<file path="config.mk">
export PLATFORM = sky130hd
export DESIGN_NAME = machine_irq_timer_flat
export DESIGN_NICKNAME = d
export VERILOG_FILES = /design/src/rtl/machine_irq_timer_pkg.sv /design/src/rtl/machine_irq_timer_if.sv /design/src/rtl/machine_irq_timer_irq_sync.sv /design/src/rtl/machine_irq_timer.sv /design/src/flat_wrapper.sv
export SDC_FILE = /design/constraint.sdc
export NUM_CORES = 1
export LEC_CHECK = 0
export CELL_PAD_IN_SITES_DETAIL_PLACEMENT = 1
export CELL_PAD_IN_SITES_GLOBAL_PLACEMENT = 2
export CORE_ASPECT_RATIO = 0.8
export CORE_MARGIN = 2
export CORE_UTILIZATION = 36
export CTS_BUF_LIST = sky130_fd_sc_hd__clkbuf_8
export DETAILED_ROUTE_END_ITERATION = 7
export PLACE_DENSITY = 0.87
export SLEW_MARGIN = 10
export SYNTH_ARGS = -nofsm -noshare
export SYNTH_HDL_FRONTEND = slang
export SYNTH_SLANG_ARGS = --single-unit
</file>
<file path="constraint.sdc">
create_clock -name clk_i -period 6.3 [get_ports clk_i]
set_input_delay 0.63 -clock clk_i [delete_from_list [all_inputs] [get_ports clk_i]]
set_output_delay 0.63 -clock clk_i [all_outputs]
set_load 0.05 [all_outputs]
</file>
<file path="src/rtl/machine_irq_timer_pkg.sv">
// Shared definitions for the machine-level interrupt timer: bus width,
// register offsets and the decoded register-select type.
package machine_irq_timer_pkg;

  localparam int XLEN = 32;

  localparam logic [4:0] IRQT_MTIME_LO    = 5'h00;
  localparam logic [4:0] IRQT_MTIME_HI    = 5'h04;
  localparam logic [4:0] IRQT_MTIMECMP_LO = 5'h08;
  localparam logic [4:0] IRQT_MTIMECMP_HI = 5'h0C;
  localparam logic [4:0] IRQT_MSIP        = 5'h10;

  typedef enum logic [2:0] {
    SEL_MTIME_LO,
    SEL_MTIME_HI,
    SEL_MTIMECMP_LO,
    SEL_MTIMECMP_HI,
    SEL_MSIP,
    SEL_NONE
  } reg_sel_e;

  // Decode a word address (byte address bits [4:2]) into a register select.
  function automatic reg_sel_e decodeAddr(input logic [2:0] wordAddr);
    reg_sel_e sel;
    sel = SEL_NONE;
    if (wordAddr == IRQT_MTIME_LO[4:2])         sel = SEL_MTIME_LO;
    else if (wordAddr == IRQT_MTIME_HI[4:2])    sel = SEL_MTIME_HI;
    else if (wordAddr == IRQT_MTIMECMP_LO[4:2]) sel = SEL_MTIMECMP_LO;
    else if (wordAddr == IRQT_MTIMECMP_HI[4:2]) sel = SEL_MTIMECMP_HI;
    else if (wordAddr == IRQT_MSIP[4:2])        sel = SEL_MSIP;
    return sel;
  endfunction

endpackage

</file>
<file path="src/rtl/machine_irq_timer_if.sv">
// Local data bus seen by the timer: single-cycle request, registered ack/rdata.
interface machine_irq_timer_if;
  import machine_irq_timer_pkg::*;

  logic            req_i;
  logic            we_i;
  logic [4:0]      addr_i;
  logic [XLEN-1:0] wdata_i;
  logic            ack_o;
  logic [XLEN-1:0] rdata_o;

  modport master (
    output req_i, we_i, addr_i, wdata_i,
    input  ack_o, rdata_o
  );

  modport slave (
    input  req_i, we_i, addr_i, wdata_i,
    output ack_o, rdata_o
  );

endinterface

</file>
<file path="src/rtl/machine_irq_timer_irq_sync.sv">
// N-flop level synchronizer for an asynchronous interrupt line.
module machine_irq_timer_irq_sync #(
  parameter int STAGES = 2
) (
  input  logic clk_i,
  input  logic reset_i,
  input  logic en_i,
  input  logic d_i,
  output logic q_o
);

  logic [STAGES-1:0] r_sync;

  // Shift the sampled level through the chain on every enabled cycle.
  always_ff @(posedge clk_i or posedge reset_i) begin
    if (reset_i) begin
      r_sync <= '0;
    end else if (en_i) begin
      r_sync <= {r_sync[STAGES-2:0], d_i};
    end
  end

  assign q_o = r_sync[STAGES-1];

endmodule

</file>
<file path="src/rtl/machine_irq_timer.sv">
// Machine interrupt source: mtime/mtimecmp timer, msip software interrupt
// register and external interrupt synchronizer, feeding the CSR unit.
module machine_irq_timer
  import machine_irq_timer_pkg::*;
#(
  parameter int PRESCALE_DIV = 1,
  parameter int SYNC_STAGES  = 2
) (
  input  logic                      clk_i,
  input  logic                      reset_i,
  input  logic                      clk_en_i,
  machine_irq_timer_if.slave        bus,
  input  logic                      irq_ext_i,
  output logic                      irq_mtip_o,
  output logic                      irq_msip_o,
  output logic                      irq_meip_o
);

  localparam logic [15:0] PRESC_MAX = 16'(PRESCALE_DIV - 1);

  logic [15:0]     r_presc;
  logic [63:0]     r_mtime;
  logic [63:0]     r_mtimecmp;
  logic [31:0]     r_shadowHi;
  logic            r_msip;
  logic            r_mtip;
  logic            r_ack;
  logic [XLEN-1:0] r_rdata;

  reg_sel_e        w_sel;
  logic            w_wr;
  logic            w_rd;
  logic            w_tick;
  logic [XLEN-1:0] w_rdVal;
  logic            w_unused;

  // Byte-lane bits carry no meaning for word-wide registers.
  assign w_unused = ^bus.addr_i[1:0];

  // Decode the access, the prescaler tick and the read-data mux.
  always_comb begin
    w_sel   = decodeAddr(bus.addr_i[4:2]);
    w_wr    = clk_en_i & bus.req_i & bus.we_i;
    w_rd    = clk_en_i & bus.req_i & ~bus.we_i;
    w_tick  = clk_en_i & (r_presc == PRESC_MAX);
    w_rdVal = '0;
    case (w_sel)
      SEL_MTIME_LO:    w_rdVal = r_mtime[31:0];
      SEL_MTIME_HI:    w_rdVal = r_shadowHi;
      SEL_MTIMECMP_LO: w_rdVal = r_mtimecmp[31:0];
      SEL_MTIMECMP_HI: w_rdVal = r_mtimecmp[63:32];
      SEL_MSIP:        w_rdVal = {{(XLEN-1){1'b0}}, r_msip};
      default:         w_rdVal = '0;
    endcase
  end

  // Free-running prescaler; mtime writes deliberately leave its phase alone.
  always_ff @(posedge clk_i or posedge reset_i) begin
    if (reset_i) begin
      r_presc <= '0;
    end else if (clk_en_i) begin
      r_presc <= w_tick ? 16'd0 : r_presc + 16'd1;
    end
  end

  // mtime: a bus write to either half wins over the tick increment.
  always_ff @(posedge clk_i or posedge reset_i) begin
    if (reset_i) begin
      r_mtime <= '0;
    end else if (w_wr && (w_sel == SEL_MTIME_LO)) begin
      r_mtime[31:0] <= bus.wdata_i;
    end else if (w_wr && (w_sel == SEL_MTIME_HI)) begin
      r_mtime[63:32] <= bus.wdata_i;
    end else if (w_tick) begin
      r_mtime <= r_mtime + 64'd1;
    end
  end

  // mtimecmp halves are plain read/write registers.
  always_ff @(posedge clk_i or posedge reset_i) begin
    if (reset_i) begin
      r_mtimecmp <= '1;
    end else if (w_wr && (w_sel == SEL_MTIMECMP_LO)) begin
      r_mtimecmp[31:0] <= bus.wdata_i;
    end else if (w_wr && (w_sel == SEL_MTIMECMP_HI)) begin
      r_mtimecmp[63:32] <= bus.wdata_i;
    end
  end

  // Reading the low half freezes the high half so a 64-bit read is coherent.
  always_ff @(posedge clk_i or posedge reset_i) begin
    if (reset_i) begin
      r_shadowHi <= '0;
    end else if (w_rd && (w_sel == SEL_MTIME_LO)) begin
      r_shadowHi <= r_mtime[63:32];
    end
  end

  // Software interrupt bit; only bit 0 of the write data is kept.
  always_ff @(posedge clk_i or posedge reset_i) begin
    if (reset_i) begin
      r_msip <= 1'b0;
    end else if (w_wr && (w_sel == SEL_MSIP)) begin
      r_msip <= bus.wdata_i[0];
    end
  end

  // Timer pending is a registered level of the unsigned 64-bit compare.
  always_ff @(posedge clk_i or posedge reset_i) begin
    if (reset_i) begin
      r_mtip <= 1'b0;
    end else if (clk_en_i) begin
      r_mtip <= (r_mtime >= r_mtimecmp);
    end
  end

  // Ack follows each request by one enabled cycle; rdata holds until the next read.
  always_ff @(posedge clk_i or posedge reset_i) begin
    if (reset_i) begin
      r_ack   <= 1'b0;
      r_rdata <= '0;
    end else if (clk_en_i) begin
      r_ack <= bus.req_i;
      if (w_rd) begin
        r_rdata <= w_rdVal;
      end
    end
  end

  // A pending ack is only presented on an enabled cycle.
  assign bus.ack_o   = r_ack & clk_en_i;
  assign bus.rdata_o = r_rdata;

  assign irq_mtip_o = r_mtip;
  assign irq_msip_o = r_msip;

  machine_irq_timer_irq_sync #(
    .STAGES(SYNC_STAGES)
  ) u_extSync (
    .clk_i   (clk_i),
    .reset_i (reset_i),
    .en_i    (clk_en_i),
    .d_i     (irq_ext_i),
    .q_o     (irq_meip_o)
  );

endmodule

</file>
<file path="src/flat_wrapper.sv">
// flat-port wrapper written by rule: the top's interface ports become plain ports
module machine_irq_timer_flat import machine_irq_timer_pkg::*;
#(
  parameter int PRESCALE_DIV = 1,
  parameter int SYNC_STAGES  = 2
)
  (clk_i, reset_i, clk_en_i, irq_ext_i, irq_mtip_o, irq_msip_o, irq_meip_o, bus_req_i, bus_we_i, bus_addr_i, bus_wdata_i, bus_ack_o, bus_rdata_o);
  machine_irq_timer_if bus_i ();
  input  logic clk_i;
  input  logic reset_i;
  input  logic clk_en_i;
  input  logic irq_ext_i;
  output logic irq_mtip_o;
  output logic irq_msip_o;
  output logic irq_meip_o;
  input wire logic [$bits(bus_i.req_i)-1:0] bus_req_i;
  input wire logic [$bits(bus_i.we_i)-1:0] bus_we_i;
  input wire logic [$bits(bus_i.addr_i)-1:0] bus_addr_i;
  input wire logic [$bits(bus_i.wdata_i)-1:0] bus_wdata_i;
  output wire logic [$bits(bus_i.ack_o)-1:0] bus_ack_o;
  output wire logic [$bits(bus_i.rdata_o)-1:0] bus_rdata_o;
  assign bus_i.req_i = bus_req_i;
  assign bus_i.we_i = bus_we_i;
  assign bus_i.addr_i = bus_addr_i;
  assign bus_i.wdata_i = bus_wdata_i;
  assign bus_ack_o = bus_i.ack_o;
  assign bus_rdata_o = bus_i.rdata_o;
  machine_irq_timer #(.PRESCALE_DIV(PRESCALE_DIV), .SYNC_STAGES(SYNC_STAGES)) u_core (.clk_i(clk_i), .reset_i(reset_i), .clk_en_i(clk_en_i), .bus(bus_i), .irq_ext_i(irq_ext_i), .irq_mtip_o(irq_mtip_o), .irq_msip_o(irq_msip_o), .irq_meip_o(irq_meip_o));
endmodule
</file>
# Word-level counts from Yosys, hierarchy flattened
# Cells that the tools add are included.
[classes] addsub=2 order_cmp=1 eq_ne=9 mux=11 bitwise_logic=8 n_reduce_logical=15
[ops] operator="32-bit one-hot mux with 5 select lines" n=1
[ops] operator="32-bit 2-to-1 mux" n=3
[ops] operator="64-bit by 1-bit adder with 64-bit output, second input constant" n=1
[ops] operator="64-bit >= comparator" n=1
[ops] operator="64-bit 2-to-1 mux" n=1
[ops] operator="16-bit by 1-bit adder with 16-bit output, second input constant" n=1
[ops] operator="16-bit logical NOT" n=1
[ops] operator="16-bit 2-to-1 mux" n=1
[ops] operator="3-bit by 2-bit == test with 1-bit output, second input constant" n=4
[ops] operator="3-bit 2-to-1 mux" n=4
[ops] operator="2-bit AND reduction" n=4
[ops] operator="3-bit by 1-bit == test with 1-bit output, second input constant" n=2
[ops] operator="3-bit == test, second input constant" n=2
[ops] operator="1-bit logical AND" n=6
[ops] operator="3-bit logical NOT" n=2
[ops] operator="1-bit AND" n=5
[ops] operator="2-bit nonzero test" n=2
[ops] operator="1-bit inverter" n=3
[ops] operator="2-bit by 1-bit inequality test with 1-bit output, second input constant" n=1
[ops] operator="1-bit 2-to-1 mux" n=1
[word_totals] regBits=213 input_bits=43 out_inout_bits=36 wordCells=57

# Longest topological paths before layout
[depth] word_depth=10 mapped_depth=9 ltp_nobuf=8

# Hierarchy
# From an unflattened synthesis, not the netlist that was laid out.
[hier_totals] hier_cells=1279 hier_area_um2=11822.6
[modules_own_cells] mod="machine_irq_timer" n_inst=1 cells_each=1274 area_per_inst_um2=11746.3 seq_area_each_um2=5360.1
[modules_own_cells] mod="machine_irq_timer_irq_sync" n_inst=1 cells_each=5 area_per_inst_um2=76.3 seq_area_each_um2=50.0

# Least setup slack after synthesis
# OpenSTA, ideal clock, no wires.
[synth_timing] kind="in2reg" from="input clk_en_i" to="register u_core.r_mtime[57]" setup_time_ps=69 arrival_ps=2273 required_time_ps=6231 setup_slack_ps=3958 stages=9 n_path_buf=3 path_cell_list="buf_4 nand4b_1 or2_1 buf_2 a21oi_4 nand2_2 buf_6 or4b_1 nand3_1"
[synth_between] elab_chain_cells=5 elab_cells_between_ends=9 cone_classes="mux (1); bitwise (4); reduce/logical (4)"
[synth_rtl] element="start, declared" line="flat_wrapper.sv:11" text="input logic clk_en_i;"
[synth_rtl] element="1-bit AND (2 in a row)" line="machine_irq_timer.sv:43" text="w_wr = clk_en_i & bus.req_i & bus.we_i;"
[synth_rtl] element="1-bit logical AND, on equally long branches" line="machine_irq_timer.sv:72, machine_irq_timer.sv:70"
[synth_rtl] element="2-bit nonzero test (no line) or 1-bit inverter (tied branches)"
[synth_rtl] element="2-bit AND reduction (no line)"
[synth_rtl] element="end signal, assigned" line="machine_irq_timer.sv:73" text="r_mtime[63:32] <= bus.wdata_i;"
[synth_rtl] element="end signal, assigned" line="machine_irq_timer.sv:75" text="r_mtime <= r_mtime + 64'd1;"
[synth_rtl] element="end, declared" line="machine_irq_timer.sv:22" text="logic [63:0] r_mtime;"
# Several ways; a longest one is shown, not always the timed one.
# A chain may end at the register's enable or synchronous reset.

# Worst setup path in the final report
# Ends and elaborated chain as after synthesis.

==> qor.txt <==
ANT nets after route: 0
Max-cap viol count: 0
Seq cells post-synth: 213
Worst path buffer plus inverter count: 2
PnR worst setup slack: 2506 ps
Synth top area share: 31.26%
Post-DP Area: 13100 sq um
Power, Total: 4.355 mW
Vias in the first global route: 10560
GRT Residual Overflow: 0
Critical Path Sink Type: register
# diodes: 0
CP max stage delay: 920 ps
IO Port Bufs: 76
Dominant cells by area after synthesis: dfrtp_1 31%, dfstp_2 14%, ha_1 7.0%
Design Area, Final: 13870 sq um
Fin crit share: 60.23%
Mapped Cells: 1249
WP data arrival: 4280 ps
Layout cells sized above 1: 15.20%
Clock root cell: clkbuf_8
Worst vdd ir: 0.0001254 V
Critical Setup Path Class: input pin to register
Final Hold Viols: 0
Ports: 79
Critical Path Start Type: input pin
Critical-path maximum fanout: 53
Sw frac: 35.56%
Syn_nets: 1359
Global Route Usage Sum: 22.54%
TritonRoute pass-1 iters: 5
Asr flop ratio synth: 100.0%
CTS tree: built
# DRC: 0
Worst-margin pin slew: 1030 ps
Routed vias/inst: 5.717
Longest Clk Path Bufs: 3
Initial core utilization: 36.64%
H-Tree Depth: 2
Synth cell types: 73
Row Count: 59
DR WL/cell: 21.80 um
CP top delay family: simple AND/OR/NAND/NOR gates
Largest net degree at the start of global routing: 70
Initial antenna violation count: 0
Most common cell in the synthesized netlist: nand2_1
Nets: 1428
Status: complete, no violations
GP Congestion: 0.8232
Die height: 166.8 um
Total clock sinks: 213
Synth-to-Final Area Change: 16.25%
Register area share after synthesis: 45.35%
Warning count from the yosys run: 0
Setup TNS: 0 ps
Max frequency: 263.6 MHz
First-pass GRT wire length: 61930 um
Max-slew headroom: 31.31%
Clk slew on worst S/H paths: 60 ps
Leakage Power: 5.931 nW
Post-synthesis average cell area: 9.551 sq um
Inserted Clock Buffers: 40
Sequential fraction of design power: 45.3%
Clk pwr share: 30.2%
Core footprint: 32560 sq um
Initial DRC Count: 576
Crit path time final: 3794 ps
Die footprint: 34620 sq um
Via Count: 10150
# Post-CTS Setup Buffers: 0
Largest area contributor in the netlist: dfrtp_1
Clk_lat worst skew: 570 ps
Mapped cell area: 11930 sq um
Combinational share of power: 24.5%
Post-cts repair resize count: 0
Cts hold-fix bufs: 0
Number of synthesized flops with an enable pin: 0
Die width: 207.5 um
Unrepaired setup endpoints after global routing: false
Net load switching power: 1.549 mW
Internal power: 2.806 mW
Routed WL: 38710 um
Clk_skew: 22.95 ps
Commonest cells post-synth: 181 x nand2_1, 150 x o21ai_0, 149 x dfrtp_1
Slowest-stage cell, CP: clkdlybuf4s50_1
Most common flop cell mapped by yosys: dfrtp_1
Hold crit path type: register to register
Req. time, crit path: 6780 ps
Max Slew Vio Count: 0
DP Wirelength: 26690 um
Finish-stage setup viols: 0
Power density over the cells: 314.0 nW/um^2
Filler Cell Count: 3715
Pre-CTS WS: 1960 ps
CP Cell Sequence: clkdlybuf4s50_1 -> nand4b_1 -> or2_2 -> buf_4 -> a21oi_4 -> nand2_2 -> or4b_1 -> nand3_1
==> layout by cell type (no fill, tap or decap), types with 5 or more instances in the layout <==
master             n
nand2b_1           8
xor2_1            15
xnor2_1           30
clkbuf_8          48
a31oi_1            6
dfstp_2           64
a22o_1            32
o22ai_1            8
mux2i_1            6
nand3_1           44
nor3_2             9
and4_1            13
a21oi_1           41
a21o_1             9
nand4_1           38
nand2_1          181
a22oi_1            5
a221oi_1          34
nor2_1            41
o21ai_1            8
ha_1              67
and3_1            14
o22a_1             5
dfrtp_1          149
a2bb2oi_1          7
mux2_2            32
and2_1            10
inv_1             98
buf_4             17
nor3_1             8
o21ai_0          150
clkdlybuf4s50_1   76
==> final timing paths <==
kind / start / endpoint / slack (ps) / cells past startpoint
max: clk_en_i / u_core.r_mtime[57] / 2510 / 8
min: u_core.bus.rdata_o[8] / u_core.bus.rdata_o[8] / 470 / 2
max reg2reg: u_core.r_presc[0] / u_core.r_mtime[57] / 3290 / 8
min reg2reg: u_core.bus.rdata_o[8] / u_core.bus.rdata_o[8] / 470 / 2
max in group asynchronous: reset_i / u_core.bus.rdata_o[21] / 4410 / 3
min in group asynchronous: reset_i / u_core.bus.rdata_o[3] / 550 / 2
==> layout make-up <==
type	count	area [sq um]	share of cell area [%]
tap	427	534.3	3.853
inverter	78	296.5	2.138
timing repair buffer	93	888.4	6.406
multi-input combinational	892	5973	43.08
clock inverter	25	103.9	0.7489
sequential	213	5410	39.01
clock buffer	48	660.6	4.764
==> worst min-delay path, stage by stage, from the launching register on <==
cell,delay (ps)
dfrtp_1,330
nand2_1,50
o21ai_0,60
==> cells by family after synthesis <==
logic type                 synth area share [%]
AOI/OAI and AO/OA                         17.93
xor gates and xnor gates                  3.304
adders and majority gates                 7.027
buffers and inverters                     4.825
DFF                                       45.35
muxes                                     3.524
and+or+nand+nor                           18.04
==> metrics by stage <==
step / util [%] / hold slack, ps / cells
after floorplan: - / 450.7 / 1249
after global placement: 40.25 / 460.4 / 1703
after detailed placement: 40.25 / 469.7 / 1703
after CTS: 42.60 / 481.8 / 1776
after global routing: 42.60 / 501.5 / 1776
final: 42.60 / 472.4 / 1776
==> power groups by stage <==
stage	clock [mW]	sequential, mW	combinational (mW)
after floorplan	0	1.99	0.640
after global placement	0	1.97	1.02
after detailed placement	0	1.98	1.07
after CTS	1.35	1.96	1.08
after global routing	1.41	2.01	1.20
final	1.31	1.97	1.07
==> flip-flops by register name (all words and copies together) (netlist names) <==
register,count
u_core.r_mtime,64
u_core.r_mtimecmp,64
u_core.bus.rdata_o,32
u_core.r_shadowHi,32
u_core.r_presc,16
u_core.u_extSync.r_sync,2
u_core.irq_msip_o,1
u_core.irq_mtip_o,1
u_core.r_ack,1
==> metal layers <==
metal,wire [um],GRT usage [%],up-vias
li1,-,-,4644
met1,19210,33.39,5209
met5,0,0,-
met4,541,5.248,0
met2,16770,34.26,260
met3,2191,3.771,40
Power figures use the tool's default switching activity.
